<file path="config.mk">
export PLATFORM = sky130hd
export DESIGN_NAME = serial_addsub_ctrl
export DESIGN_NICKNAME = d
export VERILOG_FILES = /design/src/rtl/serial_addsub_ctrl.sv
export SDC_FILE = /design/constraint.sdc
export NUM_CORES = 1
export LEC_CHECK = 0
export ABC_AREA = 1
export CORE_AREA = 2 2 81 83
export CTS_CLUSTER_DIAMETER = 120
export DETAILED_ROUTE_END_ITERATION = 10
export DIE_AREA = 0 0 83 85
export HOLD_SLACK_MARGIN = 0.02
export PLACE_DENSITY = 0.49
export SYNTH_ARGS = -nofsm -noshare
export SYNTH_HDL_FRONTEND = slang
export SYNTH_SLANG_ARGS = --single-unit
export TNS_END_PERCENT = 100
</file>
<file path="constraint.sdc">
create_clock -name clk -period 3.04 [get_ports clk]
set_clock_uncertainty 0.1 [all_clocks]
set_input_delay 0.608 -clock clk [delete_from_list [all_inputs] [get_ports clk]]
set_output_delay 0.608 -clock clk [all_outputs]
set_load 0.01 [all_outputs]
</file>
<file path="src/rtl/serial_addsub_ctrl.sv">
// serial_addsub_ctrl: bit-serial add/subtract sequencer.
// One full-adder cell is stepped LSB-first over WIDTH bits, one bit per clock,
// with the carry fed back through a register. A-B is computed as A + ~B + 1.
// Optional saturation of overflowed results: define SERIAL_ADDSUB_SAT_EN.
//
//   state | meaning
//   IDLE  | waiting for start; result/cout/overflow hold the last outcome
//   RUN   | one bit position processed per clock, LSB first
//   DONE  | one-cycle done pulse, then back to IDLE

module one_bit_adder (
  input  logic x,
  input  logic y,
  input  logic cin,
  output logic s,
  output logic co
);
  assign s  = x ^ y ^ cin;
  assign co = (x & y) | (cin & (x ^ y));
endmodule

module serial_addsub_ctrl #(
  parameter int WIDTH = 9
) (
  input  logic             clk,
  input  logic             rst_n,
  input  logic             start,
  input  logic             sub,
  input  logic [WIDTH-1:0] a,
  input  logic [WIDTH-1:0] b,
  output logic             busy,
  output logic             done,
  output logic [WIDTH-1:0] result,
  output logic             cout,
  output logic             overflow
);

  localparam int IW = (WIDTH > 2) ? $clog2(WIDTH) : 1;
  localparam logic [IW-1:0] LAST_IDX = IW'(WIDTH - 1);
  localparam logic [IW-1:0] PEN_IDX  = IW'(WIDTH - 2);

  typedef enum logic [1:0] {
    IDLE = 2'd0,
    RUN  = 2'd1,
    DONE = 2'd2
  } state_t;

  state_t state_q, state_d;

  logic [WIDTH-1:0] a_reg, b_reg;
  logic [IW-1:0]    idx_q;
  logic             carry_q;
  logic             c_msb_q;
  logic             sum_bit, carry_bit;
  logic             accept, last_bit;

  assign accept   = (state_q == IDLE) && start;
  assign last_bit = (idx_q == LAST_IDX);

  one_bit_adder u_fa (
    .x   (a_reg[idx_q]),
    .y   (b_reg[idx_q]),
    .cin (carry_q),
    .s   (sum_bit),
    .co  (carry_bit)
  );

  // state register
  always_ff @(posedge clk) begin
    if (!rst_n) state_q <= IDLE;
    else        state_q <= state_d;
  end

  // next-state logic
  always_comb begin
    state_d = state_q;
    case (state_q)
      IDLE:    if (start) state_d = RUN;
      RUN:     if (last_bit) state_d = DONE;
      DONE:    state_d = IDLE;
      default: state_d = IDLE;
    endcase
  end

  // status outputs decoded from state
  always_comb begin
    busy = (state_q == RUN);
    done = (state_q == DONE);
  end

  // operand latch, serial datapath and result registers
  always_ff @(posedge clk) begin
    if (!rst_n) begin
      a_reg    <= '0;
      b_reg    <= '0;
      idx_q    <= '0;
      carry_q  <= 1'b0;
      c_msb_q  <= 1'b0;
      result   <= '0;
      cout     <= 1'b0;
      overflow <= 1'b0;
    end else if (accept) begin
      a_reg    <= a;
      b_reg    <= sub ? ~b : b;
      carry_q  <= sub;
      idx_q    <= '0;
      c_msb_q  <= 1'b0;
      result   <= '0;
      cout     <= 1'b0;
      overflow <= 1'b0;
    end else if (state_q == RUN) begin
      result[idx_q] <= sum_bit;
      carry_q       <= carry_bit;
      idx_q         <= idx_q + IW'(1);
      // carry-out of bit WIDTH-2 is the carry into the MSB
      if (idx_q == PEN_IDX) c_msb_q <= carry_bit;
      if (last_bit) begin
        cout     <= carry_bit;
        overflow <= c_msb_q ^ carry_bit;
`ifdef SERIAL_ADDSUB_SAT_EN
        // saturate toward the sign of A; overrides the MSB bit write above
        if (c_msb_q ^ carry_bit) begin
          result <= a_reg[WIDTH-1] ? {1'b1, {(WIDTH-1){1'b0}}}
                                   : {1'b0, {(WIDTH-1){1'b1}}};
        end
`endif
      end
    end
  end

endmodule

</file>
Word-level counts from Yosys, hierarchy flattened
Cells that the tools add are included.
- add/sub/neg operators: 1
- reductions and logical operators: 8
- order comparisons: 2
- equal/unequal tests: 6
- mux-type cells: 13
- bitwise logic cells: 8
- operator list (operator ; number):
    $bwmux W9 ; 1
    $mux W9 ; 1
    $not A9 Y9 ; 1
    $bmux W1 S4 ; 2
    $reduce_and A2 Y1 ; 3
    $lt A4 B5 Y1 const B ; 1
    $mux W1 ; 5
    $add A4 B1 Y4 const B ; 1
    $demux W1 S4 ; 1
    $eq A4 B3 Y1 const B ; 1
    $eq A4 B4 Y1 const B ; 1
    $ge A4 B1 Y1 const B ; 1
    $mux W2 ; 2
    $pmux W2 S2 ; 1
    $xor A1 B1 Y1 ; 3
    $and A1 B1 Y1 ; 2
    $eq A2 B1 Y1 const B ; 1
    $eq A2 B2 Y1 const B ; 1
    $logic_and A1 B1 Y1 ; 2
    $logic_not A2 Y1 ; 1
    $ne A2 B1 Y1 const B ; 1
    $ne A2 B2 Y1 const B ; 1
    $reduce_bool A2 Y1 ; 1
    $reduce_or A2 Y1 ; 1
    2 further kinds ; 2
- output and inout bits: 13
- bits in registers: 37
- input bits: 22

Longest topological paths before layout
- word-level depth: 7
- mapped depth: 12
- mapped depth without buffers: 11

Cells and area by module
From an unflattened synthesis, not the netlist that was laid out.
- cells, all modules: 242
- area, all modules: 1771.7 um^2
- modules (own cells, without submodules) (module ; instances ; sequential area each (um^2) ; area an instance (um^2) ; cells an instance):
    serial_addsub_ctrl ; 1 ; 740.7 ; 1751.7 ; 241
    one_bit_adder ; 1 ; 0.0 ; 20.0 ; 1

Worst setup path before layout
No wires, ideal clock.
- kind: register -> register
- start point: register idx_q[0]
- end point: register result[0]
- setup time: 70 ps
- stages on the path, launching flop included: 11
- arrival time: 1948 ps
- path slack: 922 ps
- path buffers: 2
- cells stage by stage: dfxtp_1 clkbuf_1 nand2_1 nand3_1 nand2_1 nor2_1 nor2_1 fa_1 buf_1 nand4_1 a21oi_1
- cells in the longest elaborated chain, start to end: 5
- ends and longest elaborated chain (what ; line ; text):
    from (decl) ; 51 ; logic [IW-1:0] idx_q;
    from (signal assigned) ; 114 ; idx_q <= idx_q + IW'(1);
    $bmux W1 S4 (on tied branches) ; 61, 62 ;
    $mux W1 (on tied branches) ; 61, 62 ;
    $xor A1 B1 Y1 (*) (2 in series) ; 18 ; assign s = x ^ y ^ cin;
    via sum_bit ; 54 ; logic sum_bit, carry_bit;
    $bwmux W9 (*) ; 112 ; result[idx_q] <= sum_bit;
    to (signal, indexed assignment) ; 112 ;
    to (decl) ; 33 ; output logic [WIDTH-1:0] result,
The timed path passes the listed nets; every way through them passes the cells marked *. The select of a mux whose other input is x is not followed.
A chain may end at the register's enable or synchronous reset.

Final worst setup path
- start point: register state_q[0]
- end point: output port busy
- cells in the longest elaborated chain, start to end: 1
- ends and longest elaborated chain (what ; line ; text):
    from (decl) ; 48 ; state_t state_q, state_d;
    from (signal assigned) ; 71 ; else state_q <= state_d;
    $eq A2 B1 Y1 ; 87 ; busy = (state_q == RUN);
    to (decl) ; 31 ; output logic busy,
Every way passes these cells.

==> metrics <==
GP Congestion=~0.76; DRC=0; Final Cycle Share=around 80%; final instance area=2330 um2; fin crit period=2.47 ns; post-route ant nets=0; met3 WL=between 150 and 200 um; number of global-route vias before repair=roughly 1600; pre-CTS WS=~0.85 ns; Final WS setup=approximately 0.57 ns; Layout Area Growth over Synthesis=27.7%; Cell Area, Synth=1820 um2; TritonCTS clock tree=built; cells after synthesis=about 250; clk_lat worst skew=0.30 ns; Avg Vias per Cell=between 4 and 5; HPWL after DPL=about 3100 um; Ports=35; Post-DP Area=2210 um2; chip width=83 um; I/O Buffers=34; iteration-0 DRC count of the detailed router=59; Util after Layout=37.5%; DR pass1 iterations=4; GR Util All Layers=12.7%; critical path required time=2.33 ns; Yosys cell types=27; outcome=finished clean; Final Max Tran Viols=0; FP Rows=29; CORE AREA=about 6200 um2; Seq/Total Area, Yosys=between 40% and 50%; power per cell area=~480 nW/um2; Worst-Margin Slew=~0.52 ns; Die Height=85 um; fill count=between 600 and 700; final WL=4140 um; first-pass GRT wire length=just over 7000 um; cts bufs inserted=5; H-tree depth=2; Max VDD drop=around 0.00019 V; kind of critical path=flip-flop to output port; FF+latch count, synth=37; Layout Nets=just over 300; critical path launch point type=flip-flop; Arr. time, crit path=about 1.8 ns; Clock Tree Buf Depth=2; CP endpoint kind=output port; FMAX=between 0.4 and 0.5 GHz; final setup fails=0; clock-pin slew on the worst setup and hold paths=around 0.08 ns; detailed-route wire length per cell=11.6 um; CTS sink cnt=37; die area=between 7000 and 8000 um2; Max Cap Viol=0; layout cells sized above 1=9.25%; RSZ-0062 raised after global routing=false; leakage power=~0.9 nW; cts repair resizes=0; Ys Warns=0; met2 routed WL=1860 um; Antenna Cells=0; hold-fix buffers at CTS=0; max layer used=met4; CTS root buffer=clkbuf_8; HP Class=flip-flop to flip-flop; initial antenna violation count=0; global route overflow=0; initial core utilization=29.4%; Synth Area per Inst=between 7 and 8 um2; largest net degree at the start of global routing=25; Final Hold Viols=0; wl on met1=a little over 2000 um; sum of negative setup slack=0 ns; postcts setup bufs=0; Worst slew margin=between 60% and 70%; vias=about 1600; crit-path max FO=8; Post-Synthesis Net Count=~270
-- power breakdown --
part	internal [mW]	leakage [nW]	switching, mW
clock network	0.246	0.0543	0.189
logic	0.0721	0.568	0.0955
registers	0.508	0.302	0.0117
-- metrics by stage --
| stage | instances | hold WS (ns) | total power, mW |
|---|---|---|---|
| floorplan | 247 | 0.328 | 0.641 |
| global placement | 350 | 0.349 | 0.703 |
| detailed placement | 350 | 0.356 | 0.702 |
| CTS | 358 | 0.367 | 1.14 |
| global route | 358 | 0.393 | 1.18 |
| finish | 358 | 0.362 | 1.12 |
-- cells by family after synthesis --
family / Yosys count / synth area share, %
fa+ha+maj: 5 / 3.85
buf+inv: 34 / 8.24
xor+xnor: 10 / 4.81
flops: 37 / 40.7
simple gates: 117 / 28.9
compound gates: 44 / 13.5
-- critical path, stage by stage, from the launching register on --
cell	delay (ns)
dfxtp_1	0.46
inv_2	0.10
nor2_2	0.30
clkdlybuf4s50_1	0.61
-- cells in the mapped netlist, drive strengths merged --
| library cell | number | area share (%) |
|---|---|---|
| nand2 | 49 | 11 |
| nor2 | 43 | 10 |
| dfxtp | 37 | 41 |
| inv | 25 | 5.3 |
| o21ai | 23 | 7.6 |
| a21oi | 18 | 4.9 |
| nand3 | 13 | 4.3 |
| buf | 7 | 2.5 |
| nor3 | 6 | 1.6 |
| xnor2 | 6 | 2.9 |
| nand4 | 5 | 1.7 |
| ha | 4 | 2.7 |
| xor2 | 4 | 1.9 |
| o22ai | 3 | 1.0 |
| clkbuf | 2 | 0.41 |
| fa | 1 | 1.1 |
| nor3b | 1 | 0.41 |
-- cells in the final DEF (no fill, tap or decap), types with 2 or more instances in the layout --
cell type         n
o21ai_2           6
o21ai_0          17
nor3_1            6
o22ai_1           3
inv_2             3
nand2_1          48
dfxtp_1          37
ha_1              4
nand4_1           5
a21oi_1          18
xnor2_1           6
inv_1            21
nor2_2            2
xor2_1            4
clkbuf_8          5
nor2_1           38
nand3_1          12
nor2_4            3
clkdlybuf4s50_1  34
-- layer usage --
| metal | GRT usage [%] | up-vias |
|---|---|---|
| li1 | - | 858 |
| met1 | 16.5 | 711 |
| met2 | 20.6 | 27 |
| met3 | 2.92 | 5 |
| met4 | 4.92 | 0 |
| met5 | 0 | - |
-- cell type report --
cell class | count | area [um2] | share of cell area, %
Clock inverter | 3 | 46.3 | 1.99
Inverter | 25 | 96.3 | 4.14
Sequential cell | 37 | 741 | 31.8
Multi-Input combinational cell | 176 | 931 | 40.0
Timing Repair Buffer | 35 | 348 | 14.9
Clock buffer | 5 | 68.8 | 2.96
Tap cell | 77 | 96.3 | 4.14
-- final timing paths --
check             start   endpoint  slack (ns)  cells past startpoint
max reg2reg    idx_q[0]  result[0]        0.85                      9
max          state_q[0]       busy        0.57                      3
min            a_reg[2]   a_reg[2]        0.36                      2
min reg2reg    a_reg[2]   a_reg[2]        0.36                      2
Power figures use the tool's default switching activity.
==> patch 1: new RTL, same settings <==
The parameter `WIDTH` goes from 9 to 13.
--- a/src/rtl/serial_addsub_ctrl.sv
+++ b/src/rtl/serial_addsub_ctrl.sv
@@ -20,7 +20,7 @@
 endmodule
 
 module serial_addsub_ctrl #(
-  parameter int WIDTH = 9
+  parameter int WIDTH = 13
 ) (
   input  logic             clk,
   input  logic             rst_n,
Interface: changed (resized a, b and result); port bits go from 35 to 47. No check against the original RTL was run, so the function may have changed too.
==> patch 1 against the original RTL <==
- design area increased by 27%
- cell count up 21%
- largest cell class unchanged
- wire length rose by 30%
- sequential cell count up 12
- area after synthesis is 29% higher
- count of clock-buffer cells in the layout rose by 2
- sequential share of layout area rose by 1.5 points
- highest routed layer unchanged
- clock power down 10%
- total power grew 16%
- critical path type is now flop to flop
- via count increased by 26%
- setup slack got worse by 17 ps
==> patch 1: results (changes against the original RTL) <==
- First-pass GRT wire length: 8850 um (was 7280 um)
- Total CTS buffers: 5 (unchanged)
- Buffer depth of the longest clock path: 2 (unchanged)
- Pre-CTS worst setup slack: 604 ps (was 848 ps)
- Syn_nets: 346 (was 274)
- Peak supply drop: 0.000205 V (was 0.000194 V)
- Critical Path AT: 2630 ps (was 1760 ps)
- Postcts setup bufs: 0 (unchanged)
- Relative slew slack: 67.7% (was 65.4%)
- Post-synth ARST share: 0% (unchanged)
- Gr usage total: 15.7% (was 12.7%)
- Hold Path Class: flop to flop (unchanged)
- Final WL: 5370 um (was 4140 um)
- CP max stage cell: fa_1 (was clkdlybuf4s50_1)
- Iteration-0 DRC Markers: 60 (was 59)
- Share of layout cells above drive strength 1: 8.71% (was 9.25%)
- Synth cell count leaders: 60 x nand2_1, 49 x dfxtp_1, 30 x inv_1 (was 48 x nand2_1, 38 x nor2_1, 37 x dfxtp_1)
- Worst-path clk slew: 90 ps
- Crit-path max FO: 16 (was 8)
- Leak Pwr: 1.11 nW (was 0.925 nW)
- 1st-pass router iterations: 4 (unchanged)
- Largest net degree at the start of global routing: 22 (was 25)
- Status: complete, no violations (unchanged)
- Port Buf Inserts: 46 (was 34)
- Slowest stage delay, CP: 820 ps (was 610 ps)
- Final #Nets: 391 (was 307)
- Vias in the first global route: 1841 (was 1573)
- Clk root buf: clkbuf_8 (unchanged)
- Worst-Skew Late Latency: 300 ps (about the same)
- Detail Placement HPWL: 3870 um (was 3140 um)
- Resized cells post-CTS: 0 (unchanged)
- Placed instance area: 2860 um2 (was 2210 um2)
- Synth area leaders: dfxtp_1 42%, nand2_1 9.6%, a21oi_1 5.8% (was dfxtp_1 41%, nand2_1 9.9%, nor2_1 7.8%)
- Initial antenna violation count: 0 (unchanged)
- Via count: 2015 (was 1601)
- Post-synthesis sequential area ratio: 41.8% (was 40.7%)
- Synth unique cells: 30 (was 27)
- GPL Wtd Cong: 0.737 (was 0.761)
- H-tree levels: 2 (unchanged)
- Antenna diodes: 0 (unchanged)
- Warning count from the yosys run: 0 (unchanged)
- Most used DFF post-synth: dfxtp_1 (unchanged)
[patch 1: cell count changes after synthesis, moves of 4 or more]
cell     delta
nor2_1     -16
nand3_1    +15
dfxtp_1    +12
nand2_1    +12
a21oi_1     +9
inv_1       +9
xnor2_1     +7
o21ai_2     -6
o22ai_1     +6
o21ai_1     +5
nor3_1      -4
o21ai_0     +4
[patch 1: through the flow]
| stage | instances | total power [W] |
|---|---|---|
| after detailed placement | 426 | 0.000933 |
| after CTS | 433 | 0.00132 |
| after floorplan | 311 | 0.000851 |
| final | 433 | 0.00131 |
| after global placement | 426 | 0.000932 |
| after global routing | 433 | 0.00137 |
[patch 1: cell families after synthesis]
group | synth area share [%]
simple gates | 25.7
compound gates | 14.0
buf+inv | 10.4
flops | 41.8
xor+xnor | 5.22
fa+ha+maj | 2.98
[patch 1: metal layers]
metal	routed length, um	part of all wire [%]	global-route usage [%]
met1	2590	48	20.0
met2	2540	47	26.6
met3	175	3.3	3.21
met4	63	1.2	5.37
met5	0	0	0
[patch 1: cell type report]
class                           instances  area [um2]
Multi-Input combinational cell        209        1120
Clock buffer                            7        86.3
Sequential cell                        49         981
Fill cell                             631        3260
Timing Repair Buffer                   53         513
Tap cell                               77        96.3
Inverter                               38         144
[patch 1: critical path, delay by kind of cell (launching register included)]
family	cells	cell delay, ps
DFF	1	570
buffers and inverters	3	370
adders and majority gates	1	820
and+or+nand+nor	8	570
[patch 1: path summary, 6_finish.rpt]
check	start	to	cells past startpoint	slack, ps
worst min-delay path	result[2]$_SDFFE_PP0P_	result[2]$_SDFFE_PP0P_	2	350
worst max register to register	idx_q[0]$_SDFFE_PP0P_	result[7]$_SDFFE_PP0P_	12	550
worst max-delay path	idx_q[0]$_SDFFE_PP0P_	result[7]$_SDFFE_PP0P_	12	550
worst min register to register	result[2]$_SDFFE_PP0P_	result[2]$_SDFFE_PP0P_	2	350
[patch 1: where the power goes]
group | switching [W] | internal, W | leakage (nW)
sequential | 0.0000145 | 0.000674 | 0.401
combinational | 0.000128 | 0.0000994 | 0.666
clock | 0.000209 | 0.000181 | 0.0443
==> patch 2: new RTL, same flow settings <==
Made on the original files. One comparison of `idx_q` changes from == to >=.
--- a/src/rtl/serial_addsub_ctrl.sv
+++ b/src/rtl/serial_addsub_ctrl.sv
@@ -113,7 +113,7 @@
       carry_q       <= carry_bit;
       idx_q         <= idx_q + IW'(1);
       // carry-out of bit WIDTH-2 is the carry into the MSB
-      if (idx_q == PEN_IDX) c_msb_q <= carry_bit;
+      if (idx_q >= PEN_IDX) c_msb_q <= carry_bit;
       if (last_bit) begin
         cout     <= carry_bit;
         overflow <= c_msb_q ^ carry_bit;
Check against the original RTL: same outputs for any inputs over 10 cycles, from zero or initial values and one cycle with rst_n low; that may be too few to reach the edited logic, so the function may still have changed.
==> patch 2 against the original RTL <==
- total power fell by 8.0%
- setup slack better by 62 ps
- sequential cell count unchanged
- largest cell class unchanged
- design area decreased by 2.2%
- worst hold slack worse by 3.5 ps
- wire length up 0.97%
- area after synthesis down 2.0%
- register-to-register slack lost 80 ps
==> patch 2: results (changes against the original RTL) <==
- Status: complete, no violations (unchanged)
- Detail Placement HPWL: 3090 um (was 3140 um)
- Vias in the first global route: 1662 (was 1573)
- Post-synth ARST share: 0% (unchanged)
- H-tree levels: 2 (unchanged)
- First-pass GRT wire length: 7360 um (was 7280 um)
- GPL Wtd Cong: 0.829 (was 0.761)
- Relative slew slack: 63.0% (was 65.4%)
- Critical Path AT: 1700 ps (was 1760 ps)
- Final #Nets: 314 (was 307)
- Worst-path clk slew: 70 ps
- 1st-pass router iterations: 4 (unchanged)
- Leak Pwr: 0.919 nW (was 0.925 nW)
- Worst-Skew Late Latency: 280 ps (was 300 ps)
- Share of layout cells above drive strength 1: 6.27% (was 9.25%)
- Antenna diodes: 0 (unchanged)
- Syn_nets: 279 (was 274)
- CP max stage cell: clkdlybuf4s50_1 (unchanged)
- Slowest stage delay, CP: 570 ps (was 610 ps)
- Initial antenna violation count: 0 (unchanged)
- Total CTS buffers: 5 (unchanged)
- Filler Cells Inserted: 688 (was 659)
- Post-synthesis sequential area ratio: 41.5% (was 40.7%)
- Synth cell count leaders: 48 x nand2_1, 48 x nor2_1, 37 x dfxtp_1 (was 48 x nand2_1, 38 x nor2_1, 37 x dfxtp_1)
- Synth unique cells: 24 (was 27)
- Resized cells post-CTS: 0 (unchanged)
- Largest net degree at the start of global routing: 25 (unchanged)
- Peak supply drop: 0.000166 V (was 0.000194 V)
- Port Buf Inserts: 34 (unchanged)
- Family with the most delay on the worst path: buffers and inverters (unchanged)
- Clk root buf: clkbuf_8 (unchanged)
- Synth area leaders: dfxtp_1 41%, nand2_1 10%, nor2_1 10% (was dfxtp_1 41%, nand2_1 9.9%, nor2_1 7.8%)
- Via count: 1602 (was 1601)
- Hold Path Class: flop to flop (unchanged)
- Crit-path max FO: 8 (unchanged)
- Buffer depth of the longest clock path: 2 (unchanged)
- Gr usage total: 13.1% (was 12.7%)
- Iteration-0 DRC Markers: 47 (was 59)
- Drt wl/cell: 11.5 um (was 11.6 um)
- Postcts setup bufs: 0 (unchanged)
- Sw Pwr: 0.000272 W (was 0.000296 W)
- Warning count from the yosys run: 0 (unchanged)
==> patch 2: changes by cell type after synthesis, moves of 2 or more <==
cell | before | now
inv_1 | 21 | 24
nand3_1 | 12 | 15
nand4_1 | 5 | 0
nor2_1 | 38 | 48
nor2_4 | 3 | 0
nor3_1 | 6 | 8
==> patch 2: area by class of cell <==
type / count / area [um2] / share of cell area [%]
Clock buffer: 7 / 86.3 / 3.79
Sequential cell: 37 / 741 / 32.5
Tap cell: 77 / 96.3 / 4.23
Timing Repair Buffer: 35 / 348 / 15.3
Inverter: 27 / 101 / 4.45
Multi-Input combinational cell: 181 / 905 / 39.7
==> patch 2: worst reg2reg max path: stages, from the launching register on <==
cell and delay, ps:
dfxtp_1 370, nor2_1 370, nand3_1 150, nand2_1 80, nor2_1 40, nor2_1 160
fa_1 580, nor3_1 260, nor2_1 70
==> patch 2: cell families after synthesis <==
family / Yosys count / share of synthesized area [%]
buf+inv: 34 / 7.85
xor+xnor: 10 / 4.91
fa+ha+maj: 5 / 3.92
simple gates: 123 / 28.5
compound gates: 43 / 13.3
flops: 37 / 41.5
==> patch 2: power by group through the flow <==
| stage | combinational [W] | clock (W) | sequential [W] |
|---|---|---|---|
| 5_1_grt | 0.000190 | 0.000383 | 0.000522 |
| 3_3_place_gp | 0.000169 | 0 | 0.000531 |
| 4_1_cts | 0.000170 | 0.000359 | 0.000520 |
| 6_report | 0.000166 | 0.000346 | 0.000520 |
| 2_1_floorplan | 0.000108 | 0 | 0.000529 |
| 3_5_place_dp | 0.000169 | 0 | 0.000531 |
==> patch 2: worst paths after layout <==
| kind | startpoint | to | slack, ps | depth (start not counted) |
|---|---|---|---|---|
| worst max-delay path | state_q[1]$_SDFFE_PN0P_ | busy | 630 | 4 |
| worst min-delay path | a_reg[3]$_SDFFE_PN0P_ | a_reg[3]$_SDFFE_PN0P_ | 360 | 2 |
| worst max register to register | idx_q[2]$_SDFFE_PP0P_ | result[4]$_SDFFE_PP0P_ | 770 | 8 |
| worst min register to register | a_reg[3]$_SDFFE_PN0P_ | a_reg[3]$_SDFFE_PN0P_ | 360 | 2 |
==> patch 2: metrics by stage <==
stage / worst slack [ps] / total power, W / cells / cell area (um2)
6_report: 630 / 0.00103 / 364 / 2280
5_1_grt: 492 / 0.00109 / 364 / 2280
4_1_cts: 624 / 0.00105 / 364 / 2280
3_5_place_dp: 682 / 0.000700 / 357 / 2190
3_3_place_gp: 701 / 0.000700 / 357 / 2190
2_1_floorplan: 976 / 0.000637 / 252 / 1790
==> patch 2: routing by layer <==
layer / vias to the layer above / routed length, um / global-route usage, %
li1: 865 / - / -
met5: - / 0 / 0
met3: 6 / 119 / 3.02
met1: 708 / 1980 / 15.1
met4: 0 / 93 / 6.71
met2: 23 / 1990 / 22.7
